<file path="src/rtl/div_sign_ctrl_pkg.sv">
// Shared definitions for the divider sign front-end.
//   DIV_XLEN      default operand/result width
//   DIV_OP_*      request opcode encodings (bit 1 selects remainder, bit 0 selects unsigned)
//   state_t       one-hot FSM state encoding, also exported on the debug port
//   op_is_signed  / op_is_rem : opcode decode helpers
package div_sign_ctrl_pkg;

    localparam int DIV_XLEN = 16;

    localparam logic [1:0] DIV_OP_DIV  = 2'b00;
    localparam logic [1:0] DIV_OP_DIVU = 2'b01;
    localparam logic [1:0] DIV_OP_REM  = 2'b10;
    localparam logic [1:0] DIV_OP_REMU = 2'b11;

    typedef enum logic [4:0] {
        S_IDLE  = 5'b00001,
        S_ISSUE = 5'b00010,
        S_WAIT  = 5'b00100,
        S_DRAIN = 5'b01000,
        S_DONE  = 5'b10000
    } state_t;

    function automatic logic op_is_signed(input logic [1:0] op);
        return ~op[0];
    endfunction

    function automatic logic op_is_rem(input logic [1:0] op);
        return op[1];
    endfunction

endpackage

</file>
<file path="src/rtl/div_sign_ctrl_if.sv">
// Execute-stage side of the divider front-end: request port, flush and
// response port.
//   req_valid/req_ready/req_op/req_a/req_b : request channel
//   flush                                  : kill any in-flight op
//   resp_valid/resp_ready/resp_data        : result channel
// Handshake rule for both channels: a transfer happens on a clock edge where
// valid and ready are both high; the sender holds valid and its payload
// stable until that edge, and valid never waits on ready.
interface div_sign_ctrl_if #(
    parameter int XLEN = 16
);
    logic            req_valid;
    logic            req_ready;
    logic [1:0]      req_op;
    logic [XLEN-1:0] req_a;
    logic [XLEN-1:0] req_b;
    logic            flush;
    logic            resp_valid;
    logic            resp_ready;
    logic [XLEN-1:0] resp_data;

    // Execute stage drives requests and consumes responses.
    modport master (
        output req_valid, req_op, req_a, req_b, flush, resp_ready,
        input  req_ready, resp_valid, resp_data
    );

    // The divider front-end block.
    modport slave (
        input  req_valid, req_op, req_a, req_b, flush, resp_ready,
        output req_ready, resp_valid, resp_data
    );
endinterface

</file>
<file path="src/rtl/div_sign_fix.sv">
// Conditional two's-complement negate (modulo 2^W).
//   val  in  W  input value
//   neg  in  1  negate when high
//   res  out W  neg ? -val : val
// Negating the most negative value returns it unchanged, which read as
// unsigned is exactly its magnitude.
module div_sign_fix #(
    parameter int W = 16
) (
    input  logic [W-1:0] val,
    input  logic         neg,
    output logic [W-1:0] res
);
    always_comb begin
        res = val;
        if (neg) begin
            res = {W{1'b0}} - val;
        end
    end
endmodule

</file>
<file path="src/rtl/div_sign_ctrl.sv">
// Signed/unsigned front-end and result stage for the multicycle unsigned
// divider. Converts operands to magnitudes, starts the divider, applies the
// sign fix-up to its result and holds the response until writeback takes it.
// Divide-by-zero and signed overflow are answered locally.
//   clk, rst      clock, asynchronous active-high reset
//   ex            execute-stage request/flush/response port (slave side)
//   div_start     one-cycle start pulse to the divider
//   div_dividend  registered |a|, stable until the divider's result pulse
//   div_divisor   registered |b|, same timing
//   div_ready     divider idle
//   div_vld       divider result pulse
//   div_quot      divider quotient
//   div_rem       divider remainder
//   dbg_state     current FSM state
module div_sign_ctrl
    import div_sign_ctrl_pkg::*;
#(
    parameter int XLEN = DIV_XLEN
) (
    input  logic            clk,
    input  logic            rst,
    div_sign_ctrl_if.slave  ex,
    output logic            div_start,
    output logic [XLEN-1:0] div_dividend,
    output logic [XLEN-1:0] div_divisor,
    input  logic            div_ready,
    input  logic            div_vld,
    input  logic [XLEN-1:0] div_quot,
    input  logic [XLEN-1:0] div_rem,
    output state_t          dbg_state
);

    localparam logic [XLEN-1:0] MIN_VAL  = {1'b1, {(XLEN-1){1'b0}}};
    localparam logic [XLEN-1:0] ONES_VAL = {XLEN{1'b1}};

    state_t          state_q, state_d;
    logic            is_rem_q, is_rem_d;
    logic            neg_quot_q, neg_quot_d;
    logic            neg_rem_q, neg_rem_d;
    logic [XLEN-1:0] dividend_q, dividend_d;
    logic [XLEN-1:0] divisor_q, divisor_d;
    logic [XLEN-1:0] resp_data_q, resp_data_d;

    logic            accept;
    logic            req_signed;
    logic            a_neg;
    logic            b_neg;
    logic            b_zero;
    logic            sig_ovf;
    logic [XLEN-1:0] abs_a;
    logic [XLEN-1:0] abs_b;
    logic [XLEN-1:0] q_out;
    logic [XLEN-1:0] r_out;

    assign ex.req_ready  = (state_q == S_IDLE) & ~ex.flush;
    assign ex.resp_valid = (state_q == S_DONE);
    assign ex.resp_data  = resp_data_q;
    assign div_dividend  = dividend_q;
    assign div_divisor   = divisor_q;
    assign dbg_state     = state_q;

    // Only ISSUE can start, so a start never shares a cycle with its own
    // accept; flush in ISSUE suppresses the pulse.
    assign div_start = (state_q == S_ISSUE) & div_ready & ~ex.flush;

    assign accept     = ex.req_valid & ex.req_ready;
    assign req_signed = op_is_signed(ex.req_op);
    assign a_neg      = req_signed & ex.req_a[XLEN-1];
    assign b_neg      = req_signed & ex.req_b[XLEN-1];
    assign b_zero     = (ex.req_b == '0);
    assign sig_ovf    = req_signed & (ex.req_a == MIN_VAL) & (ex.req_b == ONES_VAL);

    div_sign_fix #(.W(XLEN)) u_abs_a (.val(ex.req_a), .neg(a_neg),      .res(abs_a));
    div_sign_fix #(.W(XLEN)) u_abs_b (.val(ex.req_b), .neg(b_neg),      .res(abs_b));
    div_sign_fix #(.W(XLEN)) u_fix_q (.val(div_quot), .neg(neg_quot_q), .res(q_out));
    div_sign_fix #(.W(XLEN)) u_fix_r (.val(div_rem),  .neg(neg_rem_q),  .res(r_out));

    always_comb begin
        state_d     = state_q;
        is_rem_d    = is_rem_q;
        neg_quot_d  = neg_quot_q;
        neg_rem_d   = neg_rem_q;
        dividend_d  = dividend_q;
        divisor_d   = divisor_q;
        resp_data_d = resp_data_q;

        case (state_q)
            S_IDLE: begin
                if (accept) begin
                    is_rem_d   = op_is_rem(ex.req_op);
                    neg_quot_d = a_neg ^ b_neg;
                    neg_rem_d  = a_neg;
                    dividend_d = abs_a;
                    divisor_d  = abs_b;
                    if (b_zero) begin
                        // Divide by zero: quotient all-ones, remainder is the raw dividend.
                        state_d     = S_DONE;
                        resp_data_d = op_is_rem(ex.req_op) ? ex.req_a : ONES_VAL;
                    end else if (sig_ovf) begin
                        // MIN / -1 overflows: quotient wraps to MIN, remainder 0.
                        state_d     = S_DONE;
                        resp_data_d = op_is_rem(ex.req_op) ? '0 : MIN_VAL;
                    end else begin
                        state_d = S_ISSUE;
                    end
                end
            end
            S_ISSUE: begin
                if (ex.flush) begin
                    state_d = S_IDLE;
                end else if (div_start) begin
                    state_d = S_WAIT;
                end
            end
            S_WAIT: begin
                if (div_vld) begin
                    if (ex.flush) begin
                        state_d = S_IDLE;
                    end else begin
                        state_d     = S_DONE;
                        resp_data_d = is_rem_q ? r_out : q_out;
                    end
                end else if (ex.flush) begin
                    // The divider cannot be aborted; wait out its result.
                    state_d = S_DRAIN;
                end
            end
            S_DRAIN: begin
                if (div_vld) begin
                    state_d = S_IDLE;
                end
            end
            S_DONE: begin
                if (ex.resp_ready || ex.flush) begin
                    state_d = S_IDLE;
                end
            end
            default: begin
                state_d = S_IDLE;
            end
        endcase
    end

    always_ff @(posedge clk or posedge rst) begin
        if (rst) begin
            state_q     <= S_IDLE;
            is_rem_q    <= 1'b0;
            neg_quot_q  <= 1'b0;
            neg_rem_q   <= 1'b0;
            dividend_q  <= '0;
            divisor_q   <= '0;
            resp_data_q <= '0;
        end else begin
            state_q     <= state_d;
            is_rem_q    <= is_rem_d;
            neg_quot_q  <= neg_quot_d;
            neg_rem_q   <= neg_rem_d;
            dividend_q  <= dividend_d;
            divisor_q   <= divisor_d;
            resp_data_q <= resp_data_d;
        end
    end

endmodule
</file>
<file path="src/flat_wrapper.sv">
// flat-port wrapper written by rule: the top's interface ports become plain ports
module div_sign_ctrl_flat import div_sign_ctrl_pkg::*;
#(
    parameter int XLEN = DIV_XLEN
)
  (clk, rst, div_start, div_dividend, div_divisor, div_ready, div_vld, div_quot, div_rem, dbg_state, ex_req_valid, ex_req_op, ex_req_a, ex_req_b, ex_flush, ex_resp_ready, ex_req_ready, ex_resp_valid, ex_resp_data);
  div_sign_ctrl_if #(.XLEN(XLEN)) ex_i ();
  input  logic clk;
  input  logic rst;
  output logic div_start;
  output logic [XLEN-1:0] div_dividend;
  output logic [XLEN-1:0] div_divisor;
  input  logic div_ready;
  input  logic div_vld;
  input  logic [XLEN-1:0] div_quot;
  input  logic [XLEN-1:0] div_rem;
  output state_t dbg_state;
  input wire logic [$bits(ex_i.req_valid)-1:0] ex_req_valid;
  input wire logic [$bits(ex_i.req_op)-1:0] ex_req_op;
  input wire logic [$bits(ex_i.req_a)-1:0] ex_req_a;
  input wire logic [$bits(ex_i.req_b)-1:0] ex_req_b;
  input wire logic [$bits(ex_i.flush)-1:0] ex_flush;
  input wire logic [$bits(ex_i.resp_ready)-1:0] ex_resp_ready;
  output wire logic [$bits(ex_i.req_ready)-1:0] ex_req_ready;
  output wire logic [$bits(ex_i.resp_valid)-1:0] ex_resp_valid;
  output wire logic [$bits(ex_i.resp_data)-1:0] ex_resp_data;
  assign ex_i.req_valid = ex_req_valid;
  assign ex_i.req_op = ex_req_op;
  assign ex_i.req_a = ex_req_a;
  assign ex_i.req_b = ex_req_b;
  assign ex_i.flush = ex_flush;
  assign ex_i.resp_ready = ex_resp_ready;
  assign ex_req_ready = ex_i.req_ready;
  assign ex_resp_valid = ex_i.resp_valid;
  assign ex_resp_data = ex_i.resp_data;
  div_sign_ctrl #(.XLEN(XLEN)) u_core (.clk(clk), .rst(rst), .ex(ex_i), .div_start(div_start), .div_dividend(div_dividend), .div_divisor(div_divisor), .div_ready(div_ready), .div_vld(div_vld), .div_quot(div_quot), .div_rem(div_rem), .dbg_state(dbg_state));
endmodule
</file>
<file path="config.mk">
export PLATFORM = sky130hd
export DESIGN_NAME = div_sign_ctrl_flat
export DESIGN_NICKNAME = d
export VERILOG_FILES = /design/src/rtl/div_sign_ctrl_pkg.sv /design/src/rtl/div_sign_ctrl_if.sv /design/src/rtl/div_sign_fix.sv /design/src/rtl/div_sign_ctrl.sv /design/src/flat_wrapper.sv
export SDC_FILE = /design/constraint.sdc
export NUM_CORES = 1
export LEC_CHECK = 0
export BUFFER_PORTS_ARGS = -buffer_cell sky130_fd_sc_hd__buf_2
export CAP_MARGIN = 40
export CORE_UTILIZATION = 49
export CTS_CLUSTER_SIZE = 10
export DETAILED_ROUTE_END_ITERATION = 6
export PLACE_DENSITY = 0.84
export SYNTH_ARGS = -nofsm -noshare
export SYNTH_HDL_FRONTEND = slang
export SYNTH_SLANG_ARGS = --single-unit
</file>
<file path="constraint.sdc">
create_clock -name clk -period 2.28 [get_ports clk]
set_clock_uncertainty 0.15 [all_clocks]
set_input_delay 0.114 -clock clk [delete_from_list [all_inputs] [get_ports clk]]
set_output_delay 0.114 -clock clk [all_outputs]
set_load 0.1 [all_outputs]
</file>
==> impl_metrics.yaml <==
status:
  violations: "hold timing"
  outcome: "complete, but fails checks"
final_layout:
  area_delta_synth_final_pct: 31.84
  final_cells: 718
  final_common_cell: "buf_2"
  layout-drive-gt1-share: 0.3263
  final_cell_mix: "buf_2, nand2_1, o21ai_0"
  n_antenna_cell: 0
  final_util: 0.6677
  finalNetCount: 693
timing:
  fmax_mhz: 448.4
  finalSetupViolCount: 0
  slew_viol_final: 0
  tightestPinTransition_ns: 0.5692
  slew_headroom: 0.6199
  finalCriticalPeriod_ns: 2.230
  hold_viol_final: 2
  post-route-period-util: 0.9782
  holdWs_ns: -0.005991
global_route:
  grt_pass1_wl_um: 18690
  grt_max_degree: 34
  grt.total_usage: 0.2805
  grt.overflow.total: 0
  antenna_found_initial: 0
  grt_pass1_vias: 3840
critical_path:
  r2r-start: "u_core.dbg_state[0]"
  crit_path_end_kind: "flop"
  reg2regPathDepth: 6
  r2r-end: "u_core.dbg_state[1]"
  required_ns: 2.35
  cp-startpoint: "u_core.dbg_state[0]"
  crit_fanout: 5
  r2r_setup_slack_ns: 0.05
  critPathLaunchType: "flop"
  arrival_ns: 2.30
  setup.worst_path.class: "reg -> reg"
  critical_path.endpoint: "u_core.dbg_state[1]"
clock_network:
  cts_tree: "built"
  h-tree-depth: 2
  cts.sinks: 56
  path_clk_slew_ns: 0.11
  cts_max_path_buffers: 2
  insertion_delay_ns: 0.32
  numCtsBuffers: 5
  root_buffer: "clkbuf_8"
route:
  wl_um: 11450
  avgViaCountPerCell: 5.766
  ant_nets: 0
  drt_iter0_markers: 348
  routedWlPerCell_um: 15.95
  num_vias: 4140
  dr.pass1.iters: 5
  drc: 0
die:
  io_pins: 129
  initial_core_util: 0.5065
  die_h_um: 91.37
  dieArea_um2: 8348
  rows: 32
  core-area_um2: 7727
  dieWidth_um: 91.37
power_and_ir_drop:
  ir_worst_vdd_v: 0.001412
  power_mw: 7.868
  power_leakage_nw: 2.281
  p_per_area_nw_per_um2: 1525
synth:
  ys_ff_latch: 56
  syn_nets: 537
  seq_area_frac_synth: 0.3584
  synthFlopType: "dfrtp_1"
  ys_async_sr_fraction: 1.000
  netlist_area_um2: 3914
  yosysWarnings: 0
  synth.avg_cell_area_um2: 8.527
  synth_edf_count: 0
  synth_cell_types: 62
  syn_inst: 459
placed_design:
  place_hpwl_um: 8740
  io_buffers: 128
  dp.cells: 688
  gp_congestion: 0.9656
hold_path:
  hp-class: "in -> reg"
run:
  cap_violations: 0
## metrics by stage
| stage | area [um^2] | worst slack [ns] | setup TNS [ns] |
|---|---|---|---|
| 3_5_place_dp | 4830 | 0.03111 | 0 |
| 5_1_grt | 5160 | -0.01287 | -0.02153 |
| 4_1_cts | 5110 | 0.006127 | 0 |
| 3_3_place_gp | 4830 | 0.08850 | 0 |
| 6_report | 5160 | 0.04964 | 0 |
| 2_1_floorplan | 3960 | -0.08573 | -0.1541 |
## power by group
group | switching [mW] | internal [mW] | leakage (nW) | total [mW]
combinational | 4.33 | 1.16 | 1.54 | 5.50
clock | 0.354 | 0.220 | 0.0445 | 0.573
sequential | 0.342 | 1.46 | 0.693 | 1.80
## critical path, cell delays in order (launching register included)
cell     delay [ns]
dfstp_4        0.49
or3_4          0.41
or4b_4         0.53
o211a_1        0.16
o22ai_2        0.10
nor2b_1        0.09
a31o_2         0.21
## logic make-up after synthesis
group | synth area share
AND/OR/NAND/NOR | 0.2126
AO/OA/AOI/OAI | 0.2366
flip-flops | 0.3584
XOR/XNOR | 0.1231
buffers and inverters | 0.04156
adder cells (fa/ha/maj) | 0.01598
multiplexers | 0.01183
## synthesized netlist by cell type (4+ instances only)
library cell | count | area [um^2]
nand2b_1 | 8 | 50.05
o21ai_0 | 55 | 275.3
a31oi_2 | 8 | 100.1
o211ai_1 | 9 | 67.56
nand3_1 | 4 | 20.02
o31ai_1 | 11 | 82.58
xnor2_1 | 35 | 306.5
nor4_1 | 4 | 25.02
inv_1 | 17 | 63.81
nor2_1 | 39 | 146.4
xor2_1 | 20 | 175.2
nor3_1 | 14 | 70.07
a21oi_1 | 18 | 90.09
clkbuf_1 | 19 | 71.32
nand2_1 | 62 | 232.7
ha_1 | 5 | 62.56
dfrtp_1 | 55 | 1376
or4_1 | 5 | 37.54
or3_1 | 5 | 31.28
o41ai_1 | 4 | 35.03
## metal layers
layer  GRT usage  vias up  share of wire
met2      0.4628      221           0.49
met3     0.05528       30          0.079
met4     0.09392        0          0.028
met5           0        -              0
met1      0.3680     1936           0.40
li1            -     1953              -
## final cells by class
class	instances	area, um^2
Inverter	18	67.56
Fill cell	637	2567
Multi-Input combinational cell	363	2410
Clock inverter	3	21.27
Sequential cell	56	1411
Timing Repair Buffer	171	1054
Clock buffer	5	68.82
Tap cell	102	127.6
## flip-flops by register name, summed over array words and instances, names as in the netlist
register             count
u_core.div_dividend     16
u_core.is_rem_q          1
u_core.ex.resp_data     16
u_core.neg_quot_q        1
u_core.div_divisor      16
u_core.neg_rem_q         1
u_core.dbg_state         5
## worst min-delay path by stage
stage               cells after the start          from                       to
CTS                                     3  ex_req_a[11]  u_core.div_dividend[11]
global placement                        2           rst   u_core.div_dividend[3]
finish                                  3  ex_req_a[11]  u_core.div_dividend[11]
detailed placement                      2           rst   u_core.div_dividend[3]
global route                            3  ex_req_a[11]  u_core.div_dividend[11]
floorplan                               1  ex_req_op[0]        u_core.neg_quot_q
## timing repair
item | 4_1_cts | 5_1_grt
endpoints found under the hold margin | 39 | 0
resized for setup | 0 | 7
setup buffers | 0 | 3
hold buffers | 19 | 0
setup endpoints to repair | 0 | 41
No activity file was read; power rests on OpenSTA's default activity.
